`src/rtl/snake_pkg.sv`:
```
// Shared snake-game types: direction encoding and its reverse helper.
package snake_pkg;

  localparam int DIR_W = 2;

  typedef enum logic [DIR_W-1:0] {
    UP    = 2'd0,
    RIGHT = 2'd1,
    DOWN  = 2'd2,
    LEFT  = 2'd3
  } dir_t;

  // Directions are laid out so that flipping bit 1 gives the 180-degree turn.
  function automatic dir_t opposite(input dir_t d);
    return dir_t'(d ^ 2'd2);
  endfunction

endpackage

```
`src/rtl/dir_fifo.sv`:
```
// Small synchronous FIFO holding queued turn directions.
// Reads are combinational from the head slot, so a push into a full FIFO
// is safe in the same cycle as a pop: the old head is read before the
// write lands on the same slot at the clock edge.
module dir_fifo
  import snake_pkg::*;
#(
  parameter int DEPTH = 4,
  localparam int PW = $clog2(DEPTH),
  localparam int CW = $clog2(DEPTH) + 1
) (
  input  logic             clk,
  input  logic             reset,
  input  logic             push,
  input  logic [DIR_W-1:0] din,
  input  logic             pop,
  output logic [DIR_W-1:0] dout,
  output logic             full,
  output logic             empty,
  output logic [CW-1:0]    count
);

  logic [DIR_W-1:0] mem_q [DEPTH];
  logic [DIR_W-1:0] mem_d [DEPTH];
  logic [PW-1:0]    wr_ptr_q, wr_ptr_d;
  logic [PW-1:0]    rd_ptr_q, rd_ptr_d;
  logic [CW-1:0]    count_q, count_d;

  // Next-state for storage, pointers and occupancy; pointers wrap naturally.
  always_comb begin
    mem_d    = mem_q;
    wr_ptr_d = wr_ptr_q;
    rd_ptr_d = rd_ptr_q;
    if (push) begin
      mem_d[wr_ptr_q] = din;
      wr_ptr_d        = wr_ptr_q + PW'(1);
    end
    if (pop) begin
      rd_ptr_d = rd_ptr_q + PW'(1);
    end
    count_d = count_q + CW'(push) - CW'(pop);
  end

  // Storage needs no reset; only the pointers and count define validity.
  always_ff @(posedge clk) begin
    mem_q <= mem_d;
  end

  // Pointer and occupancy registers with synchronous reset.
  always_ff @(posedge clk) begin
    if (reset) begin
      wr_ptr_q <= '0;
      rd_ptr_q <= '0;
      count_q  <= '0;
    end else begin
      wr_ptr_q <= wr_ptr_d;
      rd_ptr_q <= rd_ptr_d;
      count_q  <= count_d;
    end
  end

  assign dout  = mem_q[rd_ptr_q];
  assign full  = (count_q == CW'(DEPTH));
  assign empty = (count_q == '0);
  assign count = count_q;

endmodule

```
`src/rtl/dir_cmd_queue.sv`:
```
// Turn command queue: arbitrates key-release pulses, rejects same/reverse
// turns, buffers legal turns and applies one per game tick to the heading.
module dir_cmd_queue
  import snake_pkg::*;
#(
  parameter int   DEPTH     = 4,
  parameter dir_t RESET_DIR = RIGHT,
  localparam int  CW        = $clog2(DEPTH) + 1
) (
  input  logic             clk,
  input  logic             reset,
  input  logic             press_up,
  input  logic             press_right,
  input  logic             press_down,
  input  logic             press_left,
  input  logic             tick,
  output logic [DIR_W-1:0] heading,
  output logic             turned,
  output logic             dropped,
  output logic [CW-1:0]    count
);

  dir_t             heading_q, heading_d;
  dir_t             last_dir_q, last_dir_d;
  logic             turned_q, turned_d;
  logic             dropped_q, dropped_d;

  dir_t             cand;
  logic             has_cand;
  logic             legal;
  logic             push;
  logic             pop;
  logic [DIR_W-1:0] fifo_dout;
  logic             fifo_full;
  logic             fifo_empty;

  // Pick one press per cycle (up > right > down > left), filter it against
  // the last accepted direction, and decide push/pop and the output pulses.
  always_comb begin
    has_cand = 1'b1;
    cand     = UP;
    if (press_up)         cand = UP;
    else if (press_right) cand = RIGHT;
    else if (press_down)  cand = DOWN;
    else if (press_left)  cand = LEFT;
    else                  has_cand = 1'b0;

    legal = (cand != last_dir_q) && (cand != opposite(last_dir_q));
    pop   = tick && !fifo_empty;
    push  = has_cand && legal && (!fifo_full || pop);

    last_dir_d = push ? cand : last_dir_q;
    heading_d  = pop ? dir_t'(fifo_dout) : heading_q;
    turned_d   = pop;
    dropped_d  = has_cand && !push;
  end

  // Heading, last accepted direction and registered event pulses.
  always_ff @(posedge clk) begin
    if (reset) begin
      heading_q  <= RESET_DIR;
      last_dir_q <= RESET_DIR;
      turned_q   <= 1'b0;
      dropped_q  <= 1'b0;
    end else begin
      heading_q  <= heading_d;
      last_dir_q <= last_dir_d;
      turned_q   <= turned_d;
      dropped_q  <= dropped_d;
    end
  end

  dir_fifo #(.DEPTH(DEPTH)) u_fifo (
    .clk   (clk),
    .reset (reset),
    .push  (push),
    .din   (cand),
    .pop   (pop),
    .dout  (fifo_dout),
    .full  (fifo_full),
    .empty (fifo_empty),
    .count (count)
  );

  assign heading = heading_q;
  assign turned  = turned_q;
  assign dropped = dropped_q;

endmodule

```
`config.mk`:
```
export PLATFORM = sky130hd
export DESIGN_NAME = dir_cmd_queue
export DESIGN_NICKNAME = d
export VERILOG_FILES = /design/src/rtl/snake_pkg.sv /design/src/rtl/dir_fifo.sv /design/src/rtl/dir_cmd_queue.sv
export SDC_FILE = /design/constraint.sdc
export NUM_CORES = 1
export LEC_CHECK = 0
export CORE_MARGIN = 4
export CORE_UTILIZATION = 55
export DETAILED_ROUTE_END_ITERATION = 7
export PLACE_DENSITY = 0.86
export SYNTH_ARGS = -nofsm -noshare
export SYNTH_HDL_FRONTEND = slang
export SYNTH_SLANG_ARGS = --single-unit
export TNS_END_PERCENT = 5
```
`constraint.sdc`:
```
create_clock -name clk -period 6.4 [get_ports clk]
set_input_delay 0.96 -clock clk [delete_from_list [all_inputs] [get_ports clk]]
set_output_delay 0.96 -clock clk [all_outputs]
set_load 0.01 [all_outputs]
```
==> metrics.csv, run 1 <==
stage;metric;value;unit
power;Switch Pwr;128.5;uW
yosys;Yosys top cell area share;0.2533;
min_path;worst hold path class;flop to flop;
global_route;Overall Global Routing Usage;0.1620;
clocking;hold buffer count at cts;0;
sta;RSZ-0062 raised after global routing;no;
clocking;CTS tree;yes;
power;Clk pwr share;0.157;
routing;Post-Route WL;1704;um
clocking;number of setup buffers added after CTS;0;
critical_path;Required @ worst endpoint;6.59;ns
die;die width;49.53;um
power;Flop pwr share;0.466;
die;Die ar.;2453;um^2
yosys;Post-synth EDFFs;8;
sta;Final setup viols;0;
yosys;top cells by count, synth;12 x dfxtp_1, 9 x inv_1, 9 x nor2_1;
placed_design;HPWL after DPL;1300;um
critical_path;Setup crit end kind;flop;
power;Leak;0.4561;nW
yosys;YS warnings;0;
routing;antenna viol nets, final;0;
critical_path;CP arrival;3.18;ns
sta;Tmin final;2.995;ns
sta;Max Slew Vio Count;0;
routing;drt pass-1 iters;4;
critical_path;crit path from;press_down;
critical_path;worst flop-to-flop path startpoint;u_fifo.count[1]$_SDFF_PP0_;
clocking;clk_lat worst skew;0.30;ns
power;combinational share of power;0.377;
sta;Worst slew margin;0.5999;
global_route;largest net degree at the start of global routing;15;
global_route;vias in the first global route;636;
yosys;Async SR Flop Fraction;0;
yosys;Synth area leader;dfxtp_1;
yosys;dominant cells by area after synthesis;dfxtp_1 25%, edfxtp_1 25%, ha_1 7.9%;
sta;Highest Clock Rate;0.3339;GHz
clocking;clk sink count;20;
clocking;CTS max path bufs;2;
die;IO Pins;14;
critical_path;Worst R2R Path Depth;10;
global_route;first-pass GRT wire length;2953;um
yosys;Mapped Cells;82;
die;core region area;1559;um^2
yosys;dominant synthesized flop cell;dfxtp_1;
final_layout;Layout Nets;112;
routing;routed vias/inst;5.681;
power;Sw Share;0.3259;
routing;DRT iter0 DRCs;21;
yosys;Mapped Nets;96;
sta;Worst Skew;0.005157;ns
power;Power Density;355.4;nW/um^2
final_layout;area grow syn2layout;17.02;%
sta;Hold Fails Final Rpt;0;
sta;fin crit share;0.4680;
die;Initial Util;0.6083;
placed_design;Final Wtd Congestion;0.7251;
critical_path;r2r endpoint;u_fifo.count[2]$_SDFF_PP0_;
yosys;mapped cell area;948.4;um^2
clocking;Gates resized, CTS repair;0;
yosys;average instance area after synthesis;11.57;um^2
power;Power Total;394.4;uW
clocking;Root Buffer;clkbuf_4;
die;Core Rows;14;
sta;setup tns final;0;ns
yosys;top-count cell post-synth;dfxtp_1;
yosys;Yosys reg bits;20;
critical_path;CP startpoint kind;input port;
power;Int Power;265.9;uW
yosys;post-synthesis sequential area ratio;0.5066;
sta;Worst Max-Slew Pin Slew;0.5951;ns
flow_run;max_cap viols;0;
final_layout;layout cells sized above 1;0.1340;
critical_path;flop-to-flop setup slack;3.79;ns
critical_path;crit-path max FO;7;
placed_design;port buffer count;13;
critical_path;termination of the worst setup path;u_fifo.count[2]$_SDFF_PP0_;
yosys;synth unique cells;29;
routing;via count;642;
routing;Routed WL per cell;15.08;um
critical_path;Worst Path Class, Setup;input port to flop;
global_route;initial antenna violation count;0;
routing;Post-route DRC;0;
final_layout;n_diodes;0;
clocking;clock-pin slew on the worst setup and hold paths;0.11;ns
clocking;cts bufs inserted;3;
power;VDD IR max;0.2063;mV
die;Die Ht;49.53;um
run_status;outcome;finished clean;
clocking;H-Tree Level Count;1;
global_route;Remaining Overflow, GRT;0;
==> state kept, by name (all words and copies together) (netlist names) <==
signal and count:
u_fifo.mem_q 8, turned 1, dropped 1, last_dir_q 1, u_fifo.wr_ptr_q 2, u_fifo.rd_ptr_q 2
heading 2, u_fifo.count 3
==> placed cells by master, fill, tap and decap left out, types with 3 or more instances in the layout <==
cell and count:
a21oi_1 3, nand2_1 5, and2_2 4, nor2_1 9, edfxtp_1 8, nand2b_1 3, clkbuf_4 3, dfxtp_1 12
ha_1 6, inv_1 9, clkdlybuf4s50_1 13
==> per-stage QoR <==
| step | std cells | area [um^2] | hold slack, ns | util | setup slack, ns |
|---|---|---|---|---|---|
| final | 113 | 1110 | 0.4602 | 0.7119 | 3.405 |
| after floorplan | 82 | 948.4 | 0.4805 | - | 3.769 |
| after global placement | 109 | 1084 | 0.4423 | 0.6950 | 3.161 |
| after CTS | 113 | 1110 | 0.4618 | 0.7119 | 3.407 |
| after detailed placement | 109 | 1084 | 0.4467 | 0.6950 | 3.100 |
| after global routing | 113 | 1110 | 0.4977 | 0.7119 | 3.226 |
==> metal layers <==
layer | GRT usage | vias up | part of all wire
met4 | 0.08295 | 0 | 0.028
met3 | 0.02711 | 9 | 0.042
met1 | 0.1915 | 305 | 0.42
met5 | 0 | - | 0
li1 | - | 308 | -
met2 | 0.2797 | 20 | 0.51
==> cell families (layout without fill, tap and decap cells) <==
logic type / Yosys count / count (layout) / share of synthesized area
and+or+nand+nor: 27 / 27 / 0.1557
DFF: 20 / 20 / 0.5066
buffers and inverters: 11 / 26 / 0.05144
AOI/OAI and AO/OA: 9 / 9 / 0.07519
adders and majority gates: 7 / 7 / 0.1003
xor gates and xnor gates: 4 / 4 / 0.03695
muxes: 4 / 4 / 0.07387
==> area by class of cell <==
cell class | instances | area, um^2
Tap cell | 16 | 20.02
Sequential cell | 20 | 480.5
Inverter | 9 | 33.78
Fill cell | 117 | 449.2
Multi-Input combinational cell | 51 | 419.2
Clock buffer | 4 | 26.28
Timing Repair Buffer | 13 | 130.1
==> worst max-delay path, stage by stage <==
cell             delay, ns
clkdlybuf4s50_1       0.45
nand2b_1              0.18
a211oi_1              0.30
o211a_1               0.31
ha_1                  0.18
inv_1                 0.05
fa_1                  0.37
xor2_1                0.18
xnor2_1               0.14
nor2_1                0.05
==> worst min path at each step <==
stage / slack (ns) / endpoint / start / cells after the start
2_1_floorplan: 0.48 / heading[1]$_SDFFE_PP0P_ / heading[1]$_SDFFE_PP0P_ / 2
5_1_grt: 0.50 / heading[0]$_SDFFE_PP1P_ / heading[0]$_SDFFE_PP1P_ / 2
3_3_place_gp: 0.44 / heading[1]$_SDFFE_PP0P_ / heading[1]$_SDFFE_PP0P_ / 2
4_1_cts: 0.46 / heading[1]$_SDFFE_PP0P_ / heading[1]$_SDFFE_PP0P_ / 2
6_report: 0.46 / heading[1]$_SDFFE_PP0P_ / heading[1]$_SDFFE_PP0P_ / 2
3_5_place_dp: 0.45 / heading[1]$_SDFFE_PP0P_ / heading[1]$_SDFFE_PP0P_ / 2
==> power groups by stage <==
stage,Combinational [mW],Sequential [mW],Clock [mW]
after floorplan,0.0959,0.188,0
after global placement,0.141,0.184,0
after detailed placement,0.150,0.187,0
after CTS,0.151,0.184,0.0616
after global routing,0.167,0.188,0.0701
final,0.149,0.184,0.0621
(Power assumes the default switching activity.)
==> inputs of run 2 (changes only) <==
- CORE_UTILIZATION: 55 -> 51
- PLACE_DENSITY: 0.86 -> 0.81
- clock period: 6.4 -> 2.87 ns (I/O delays scaled with it)
==> metrics.csv, run 2 (synthesized netlist as in run 1, its figures left out) <==
stage;metric;value;unit;change
sta;Worst slew margin;0.6890;;+0.08905
critical_path;Required @ worst endpoint;3.04;ns;-3.55 ns
final_layout;fillers;147;;+26%
power;Int Power;596.6;uW;+120%
final_layout;multi-input logic area;419.2;um^2;unchanged
flow_run;max_cap viols;0;;unchanged
clocking;Root Buffer;clkbuf_4;;
critical_path;Crit-path slowest cell;o31ai_1;;
global_route;largest net degree at the start of global routing;15;;unchanged
routing;drt pass-1 iters;4;;unchanged
critical_path;CP arrival;2.65;ns;-0.53 ns
critical_path;Worst Path Class, Setup;flop to flop;;
clocking;clk sink count;20;;unchanged
placed_design;Final Wtd Congestion;0.7065;;-2.6%
sta;Highest Clock Rate;0.4046;GHz;
final_layout;post-route cell area;1129;um^2;+1.7%
global_route;Overall Global Routing Usage;0.1439;;-0.01805
critical_path;buffers plus inverters on the worst setup path;3;;+1
routing;Post-route DRC;0;;unchanged
sta;fin crit share;0.8611;;
power;Flop pwr share;0.464;;-0.002
critical_path;crit-path max FO;5;;-2
power;Power Density;777.4;nW/um^2;+120%
placed_design;DP Area;1102;um^2;+1.7%
critical_path;cell family with most CP delay;adder cells;;
die;Core Rows;15;;+1
sta;Max Slew Vio Count;0;;unchanged
final_layout;Layout Nets;113;;+0.89%
die;IO Pins;14;;unchanged
sta;Final setup viols;0;;unchanged
clocking;H-Tree Level Count;1;;unchanged
final_layout;Reg with most FFs;u_fifo.mem_q;;
placed_design;port buffer count;13;;unchanged
final_layout;register cell area after layout;480.5;um^2;unchanged
final_layout;layout cells sized above 1;0.1429;;+0.008837
routing;routed vias/inst;5.049;;-11%
final_layout;commonest non-fill, non-tap cells in the layout;13 x clkdlybuf4s50_1, 12 x dfxtp_1, 9 x inv_1, 9 x nor2_1, 8 x edfxtp_1;;
sta;Worst Skew;0.006478;ns;+0.001321 ns
critical_path;CP max stage delay;0.45;ns;about the same
clocking;cts bufs inserted;3;;unchanged
routing;Routed WL per cell;12.24;um;-19%
sta;Worst Max-Slew Pin Slew;0.4651;ns;-0.1299 ns
sta;Hold Fails Final Rpt;0;;unchanged
final_layout;max reg flops;8;;unchanged
power;Clk pwr share;0.159;;+0.002
critical_path;Most common cell on crit path;inv_1;;
final_layout;area grow syn2layout;19.00;%;
clocking;clock-pin slew on the worst setup and hold paths;0.10;ns;about the same
min_path;worst hold path class;flop to flop;;
critical_path;Setup crit end kind;flop;;
critical_path;flop-to-flop setup slack;0.40;ns;-3.39 ns
global_route;initial antenna violation count;0;;unchanged
final_layout;most common library cell in the layout ignoring fill and taps;clkdlybuf4s50_1;;
die;core region area;1745;um^2;+12%
clocking;Gates resized, CTS repair;0;;unchanged
global_route;Remaining Overflow, GRT;0;;unchanged
run_status;outcome;finished clean;;
sta;Tmin final;2.471;ns;
sta;setup tns final;0;ns;unchanged
routing;via count;621;;-3.3%
power;VDD IR max;0.4764;mV;+130%
routing;DRT iter0 DRCs;8;;-62%
die;Die Ht;51.13;um;+3.2%
power;Leak;0.4610;nW;+1.1%
placed_design;HPWL after DPL;1161;um;-11%
clocking;CTS tree;yes;;
die;Initial Util;0.5434;;-0.06498
global_route;vias in the first global route;630;;-0.94%
critical_path;CP startpoint kind;flop;;
clocking;number of setup buffers added after CTS;0;;unchanged
power;combinational share of power;0.377;;about the same
power;Switch Pwr;280.7;uW;+120%
power;Sw Share;0.3200;;-0.005923
sta;RSZ-0062 raised after global routing;no;;
clocking;hold buffer count at cts;0;;unchanged
die;Die ar.;2614;um^2;+6.6%
final_layout;n_diodes;0;;unchanged
routing;antenna viol nets, final;0;;unchanged
routing;Post-Route WL;1506;um;-12%
global_route;first-pass GRT wire length;2746;um;-7.0%
clocking;clk_lat worst skew;0.30;ns;about the same
clocking;CTS max path bufs;2;;unchanged
die;die width;51.13;um;+3.2%
final_layout;final core occ;0.6466;;-0.06528
critical_path;worst-path cell chain;o31ai_1, inv_1, ha_1, inv_1, ha_1, inv_1, fa_1, xor2_1, xnor2_1, nor2_1;;
==> run 2: changes by cell type in the layout (fill, tap and decap cells not counted), sizes merged <==
cell / change
buf: +1
==> run 2: per-layer routing <==
| metal | routed length [um] | global-route usage | part of all wire |
|---|---|---|---|
| met3 | 52 | 0.02624 | 0.035 |
| met2 | 702 | 0.2253 | 0.47 |
| met4 | 42 | 0.09865 | 0.028 |
| met5 | 0 | 0 | 0 |
| met1 | 708 | 0.1784 | 0.47 |
==> run 2: worst reg2reg max path: stages (launching register included) <==
cell and delay [ns]:
dfxtp_1 0.38, o31ai_1 0.46, inv_1 0.21, ha_1 0.31
inv_1 0.06, ha_1 0.13, inv_1 0.05, fa_1 0.37
xor2_1 0.17, xnor2_1 0.13, nor2_1 0.07
==> run 2: path summary, 6_finish.rpt <==
kind | from | endpoint | cells after the start
worst max-delay path | u_fifo.count[1]$_SDFF_PP0_ | u_fifo.count[2]$_SDFF_PP0_ | 10
worst min register to register | heading[1]$_SDFFE_PP0P_ | heading[1]$_SDFFE_PP0P_ | 2
worst min-delay path | heading[1]$_SDFFE_PP0P_ | heading[1]$_SDFFE_PP0P_ | 2
worst max register to register | u_fifo.count[1]$_SDFF_PP0_ | u_fifo.count[2]$_SDFF_PP0_ | 10
==> run 2: through the flow <==
stage / total power, mW / hold WS [ns] / cells / setup slack, ns
6_report: 0.8773 / 0.4668 / 123 / 0.3987
5_1_grt: 0.9557 / 0.5080 / 123 / 0.1611
4_1_cts: 0.8868 / 0.4760 / 123 / 0.3844
3_5_place_dp: 0.7487 / 0.4611 / 119 / 0.2166
3_3_place_gp: 0.7304 / 0.4431 / 119 / 0.2749
2_1_floorplan: 0.6326 / 0.4805 / 82 / 0.6111
==> run 2: power groups by stage <==
stage               clock network (mW)  registers, mW  logic [mW]
finish                           0.140          0.407       0.331
global route                     0.152          0.418       0.386
floorplan                            0          0.419       0.214
CTS                              0.143          0.408       0.336
detailed placement                   0          0.415       0.334
global placement                     0          0.410       0.320
==> run 2: layout make-up <==
| cell class | count | share of cell area |
|---|---|---|
| multi-input combinational | 51 | 0.3714 |
| clock buffer | 4 | 0.02328 |
| inverter | 9 | 0.02993 |
| tap | 25 | 0.02772 |
| sequential | 20 | 0.4257 |
| timing repair buffer | 14 | 0.1220 |
